File: src/rtl/mem_port_arbiter.sv
// Arbitrates one fixed-latency single-ported memory between instruction fetch and the MEM stage.
// Data requests win unless fetch has lost FETCH_STARVE_MAX arbitrations in a row.
module mem_port_arbiter #(
  parameter int MEM_LATENCY      = 2,
  parameter int FETCH_STARVE_MAX = 3
) (
  input  logic        clk,
  input  logic        rst,
  input  logic        f_req,
  input  logic [31:0] f_addr,
  output logic        f_ack,
  output logic [31:0] f_rdata,
  input  logic        d_req,
  input  logic        d_we,
  input  logic [31:0] d_addr,
  input  logic [31:0] d_wdata,
  input  logic [3:0]  d_be,
  output logic        d_ack,
  output logic [31:0] d_rdata,
  output logic        stall_if,
  output logic        stall_mem,
  output logic        mem_en,
  output logic        mem_we,
  output logic [31:0] mem_addr,
  output logic [31:0] mem_wdata,
  output logic [3:0]  mem_be,
  input  logic [31:0] mem_rdata,
  output logic        busy
);

  typedef enum logic [1:0] {IDLE, ACCESS, DONE} state_t;

  localparam logic [3:0] LAT_INIT   = 4'(MEM_LATENCY - 1);
  localparam logic [3:0] STARVE_LIM = 4'(FETCH_STARVE_MAX);

  state_t      state, state_nx;
  logic        owner_data, owner_data_nx;
  logic [3:0]  lat_cnt, lat_cnt_nx;
  logic [3:0]  starve_cnt, starve_cnt_nx;
  logic        mem_en_nx, mem_we_nx, f_ack_nx, d_ack_nx;
  logic [31:0] mem_addr_nx, mem_wdata_nx, f_rdata_nx, d_rdata_nx;
  logic [3:0]  mem_be_nx;
  logic        grant_d, grant_f;

  // Data loses only when fetch is both waiting and has hit its starvation limit.
  assign grant_d = d_req && ((starve_cnt < STARVE_LIM) || !f_req);
  assign grant_f = f_req && !grant_d;

  assign stall_if  = f_req & ~f_ack;
  assign stall_mem = d_req & ~d_ack;
  assign busy      = (state != IDLE);

  always_comb begin
    state_nx      = state;
    owner_data_nx = owner_data;
    lat_cnt_nx    = lat_cnt;
    starve_cnt_nx = starve_cnt;
    mem_en_nx     = mem_en;
    mem_we_nx     = mem_we;
    mem_addr_nx   = mem_addr;
    mem_wdata_nx  = mem_wdata;
    mem_be_nx     = mem_be;
    f_rdata_nx    = f_rdata;
    d_rdata_nx    = d_rdata;
    f_ack_nx      = 1'b0;
    d_ack_nx      = 1'b0;

    case (state)
      IDLE: begin
        if (grant_d || grant_f) begin
          owner_data_nx = grant_d;
          mem_en_nx     = 1'b1;
          mem_we_nx     = grant_d && d_we;
          mem_addr_nx   = grant_d ? d_addr : f_addr;
          mem_wdata_nx  = grant_d ? d_wdata : 32'h0;
          mem_be_nx     = (grant_d && d_we) ? d_be : 4'hF;
          lat_cnt_nx    = LAT_INIT;
          state_nx      = ACCESS;
          if (grant_d && f_req)
            starve_cnt_nx = (starve_cnt == 4'hF) ? 4'hF : starve_cnt + 4'd1;
          else
            starve_cnt_nx = 4'd0;
        end
      end
      ACCESS: begin
        if (lat_cnt == 4'd0) begin
          if (owner_data) begin
            d_ack_nx = 1'b1;
            if (!mem_we)
              d_rdata_nx = mem_rdata;
          end else begin
            f_ack_nx   = 1'b1;
            f_rdata_nx = mem_rdata;
          end
          mem_en_nx = 1'b0;
          mem_we_nx = 1'b0;
          state_nx  = DONE;
        end else begin
          lat_cnt_nx = lat_cnt - 4'd1;
        end
      end
      DONE:    state_nx = IDLE;
      default: state_nx = IDLE;
    endcase
  end

  always_ff @(posedge clk) begin
    if (rst) begin
      state      <= IDLE;
      owner_data <= 1'b0;
      lat_cnt    <= 4'd0;
      starve_cnt <= 4'd0;
      mem_en     <= 1'b0;
      mem_we     <= 1'b0;
      mem_addr   <= 32'h0;
      mem_wdata  <= 32'h0;
      mem_be     <= 4'h0;
      f_ack      <= 1'b0;
      d_ack      <= 1'b0;
      f_rdata    <= 32'h0;
      d_rdata    <= 32'h0;
    end else begin
      state      <= state_nx;
      owner_data <= owner_data_nx;
      lat_cnt    <= lat_cnt_nx;
      starve_cnt <= starve_cnt_nx;
      mem_en     <= mem_en_nx;
      mem_we     <= mem_we_nx;
      mem_addr   <= mem_addr_nx;
      mem_wdata  <= mem_wdata_nx;
      mem_be     <= mem_be_nx;
      f_ack      <= f_ack_nx;
      d_ack      <= d_ack_nx;
      f_rdata    <= f_rdata_nx;
      d_rdata    <= d_rdata_nx;
    end
  end

endmodule

File: config.mk
export PLATFORM = sky130hd
export DESIGN_NAME = mem_port_arbiter
export DESIGN_NICKNAME = d
export VERILOG_FILES = /design/src/rtl/mem_port_arbiter.sv
export SDC_FILE = /design/constraint.sdc
export NUM_CORES = 1
export LEC_CHECK = 0
export CAP_MARGIN = 20
export CORE_MARGIN = 2
export CORE_UTILIZATION = 47
export CTS_BUF_LIST = sky130_fd_sc_hd__clkbuf_4 sky130_fd_sc_hd__clkbuf_8
export DETAILED_ROUTE_END_ITERATION = 6
export GPL_ROUTABILITY_DRIVEN = 0
export PLACE_DENSITY = 0.84
export SLEW_MARGIN = 0
export SYNTH_ARGS = -nofsm -noshare
export SYNTH_HDL_FRONTEND = slang
export SYNTH_SLANG_ARGS = --single-unit
File: constraint.sdc
create_clock -name clk -period 3.65 [get_ports clk]
set_input_delay 0.365 -clock clk [delete_from_list [all_inputs] [get_ports clk]]
set_output_delay 0.365 -clock clk [all_outputs]
set_load 0.02 [all_outputs]
==> metrics.txt <==
maximum count of clock buffers along a single path 2; worst hold slack across all endpoints 0.467 ns; warnings from Yosys 0; max-cap violations 0; Global Route Usage Sum 0.251; number of rows created at floorplan 42; CP endpoint kind output port; number of filler instances in the final layout 948; antenna cell count 0; horizontal die dimension 120 um; total I/O pin count 276; Layout Skew 0.0127 ns; largest cells by area after synthesis dfxtp_1 47%, mux2i_1 10%, nand2b_1 9.8%; register bit count reported by yosys 147; crit path kind reg2out; post-CTS setup repair buffer count 0; clock tree from TritonCTS yes; number of vias after detailed routing 5668; final setup vio count 0; first-pass GRT wire length 28900 um; number of H-tree levels 4; detailed placer's ending HPWL 13300 um; unrepaired setup endpoints after global routing false; placeable core area 0.0131 mm2; final core area utilization 0.727; Clock transition at path regs 0.09 ns; Final TNS setup 0 ns; proportion of layout cells with a drive suffix above 1 0.0628; Yosys top cell area share 0.468; post-DR vias/cell 5.47; Cells after Synth 601; result of the run finished clean; pin count of the biggest net entering global routing 63; Hold/Removal Path Class in2reg; Clk Latency, worst-skew pair 0.43 ns; worst endpoint data arrival time 2.17 ns; Remaining DRCs 0; remaining global-route overflow 0; total wire length 18500 um; Resized cells post-CTS 0; leakage component of the power 3.66 nW; initial detailed-routing violation count 392; cell taking the most area after synthesis dfxtp_1; input/output buffers 275; CTS root buf clkbuf_8; number of iterations in the first detailed-routing pass 4; antenna viol nets, final 0; ratio of total power to cell area 423 mW/mm2; post-DR wirelength/cell 17.9 um; headroom to the max-slew limit 0.531; slew at the pin closest to its max-slew limit 0.704 ns; die outline height 120 um; Max Transition Viols Final 0; number of clock sinks 147; antenna violations before repair 1; Worst Setup Start Kind flop; total die area 0.0143 mm2; Synth Net Count 741; CTS buffer count 17; number of buffers added to fix hold violations after cts 0; initial core utilization 0.478; relative area change from synthesis to final layout 52.0%; portion of the clock cycle consumed by the worst path in the final layout 0.695; largest voltage drop on the vdd net 0.228 mV; vias in the first global route 5629; fraction of the yosys area taken by sequential cells 0.468; maximum clock rate 0.394 GHz; critical path data required time 3.28 ns; Cell Area, Synth 0.00629 mm2; number of library cell types mapped by synthesis 38; min cycle time layout 2.54 ns; Post-Synthesis Mean Instance Area 10.5 um2; final-stage net count 987; CP Max Fanout 17; Hold Vio Cnt, Final 0
-- cell type report --
cell class	count	area, um2	share of cell area
multi-input cells	388	3080	0.323
flip-flops and latches	147	2940	0.308
repair buffers	289	2910	0.305
clock buffers	17	234	0.0245
well taps	176	220	0.0231
clock inverters	15	148	0.0155
inverters	4	15.0	0.00157
-- state kept, by name, summed over array words and instances (netlist names), 2 cells and up --
signal	cells
lat_cnt	4
starve_cnt	4
d_rdata	32
state	2
mem_addr	32
mem_wdata	32
f_rdata	32
mem_be	4
-- path summary, 6_finish.rpt --
check / startpoint / cells after the start / endpoint / slack (ns)
max reg2reg: starve_cnt[0]$_SDFFE_PP0P_ / 6 / mem_addr[5]$_SDFFE_PP0P_ / 1.41
min: rst / 2 / mem_wdata[1]$_SDFFE_PP0P_ / 0.47
min reg2reg: f_rdata[18]$_SDFFE_PP0P_ / 2 / f_rdata[18]$_SDFFE_PP0P_ / 0.47
max: state[0]$_SDFFE_PP0P_ / 4 / busy / 1.11
-- placed cells by master, fill, tap and decap left out, drive strengths merged, types with 2 or more instances in the layout --
cell | Yosys | routed
clkdlybuf4s50 | 0 | 274
dfxtp | 147 | 147
nand2b | 98 | 98
mux2i | 64 | 64
nor2b | 35 | 35
nor4b | 33 | 33
and4 | 32 | 32
a221o | 32 | 32
a22o | 30 | 30
clkbuf | 44 | 17
buf | 18 | 15
a21oi | 12 | 12
inv | 4 | 10
nor3 | 6 | 6
nand2 | 5 | 5
o21ai | 5 | 5
clkinv | 0 | 5
a211oi | 4 | 4
or3 | 3 | 3
a32o | 3 | 3
ha | 3 | 3
clkinvlp | 0 | 3
nor2 | 3 | 3
nand4 | 2 | 2
nor3b | 2 | 2
or4 | 2 | 2
a21o | 2 | 2
and2 | 2 | 2
-- per-layer routing --
metal / part of all wire / vias to the layer above / global-route usage
li1: - / 2692 / -
met1: 0.40 / 2709 / 0.292
met2: 0.50 / 239 / 0.438
met3: 0.083 / 28 / 0.0817
met4: 0.017 / 0 / 0.0801
met5: 0 / - / 0
-- synth_stat cells (all sizes together) --
cell,count
dfxtp,147
nand2b,98
mux2i,64
clkbuf,44
nor2b,35
nor4b,33
a221o,32
and4,32
a22o,30
buf,18
a21oi,12
nor3,6
nand2,5
o21ai,5
a211oi,4
inv,4
a32o,3
ha,3
nor2,3
or3,3
a21o,2
and2,2
nand4,2
nor3b,2
or4,2
a31o,1
a31oi,1
and3,1
and4b,1
nand3,1
nand4b,1
o221ai,1
o31ai,1
or2,1
or3b,1
-- per-stage QoR --
| stage | power, mW | std cells | area, um2 | setup WS, ns |
|---|---|---|---|---|
| floorplan | 2.36 | 601 | 6290 | 1.83 |
| global placement | 2.83 | 1000 | 9100 | 0.704 |
| detailed placement | 2.85 | 1000 | 9100 | 0.660 |
| CTS | 4.06 | 1032 | 9480 | 0.631 |
| global route | 4.20 | 1036 | 9550 | 0.950 |
| finish | 4.04 | 1036 | 9550 | 1.11 |
-- worst max-delay path, stage by stage, from the launching register on --
cell and delay [ns]:
dfxtp_1 0.34, nor2_2 0.48, inv_1 0.13, buf_4 0.23, clkdlybuf4s50_1 0.56
-- power by group --
group | switching [mW] | internal (mW) | total, mW | leakage (nW)
logic | 0.493 | 0.523 | 1.02 | 2.27
registers | 0.0827 | 1.73 | 1.81 | 1.20
clock network | 0.656 | 0.556 | 1.21 | 0.186
total | 1.23 | 2.81 | 4.04 | 3.66
-- logic make-up after synthesis --
family	Yosys count	share of synthesized area
flops	147	0.468
mux	64	0.102
compound gates	92	0.125
buf+inv	66	0.0462
fa+ha+maj	3	0.00597
simple gates	229	0.253
No activity file was read; power rests on OpenSTA's default activity.
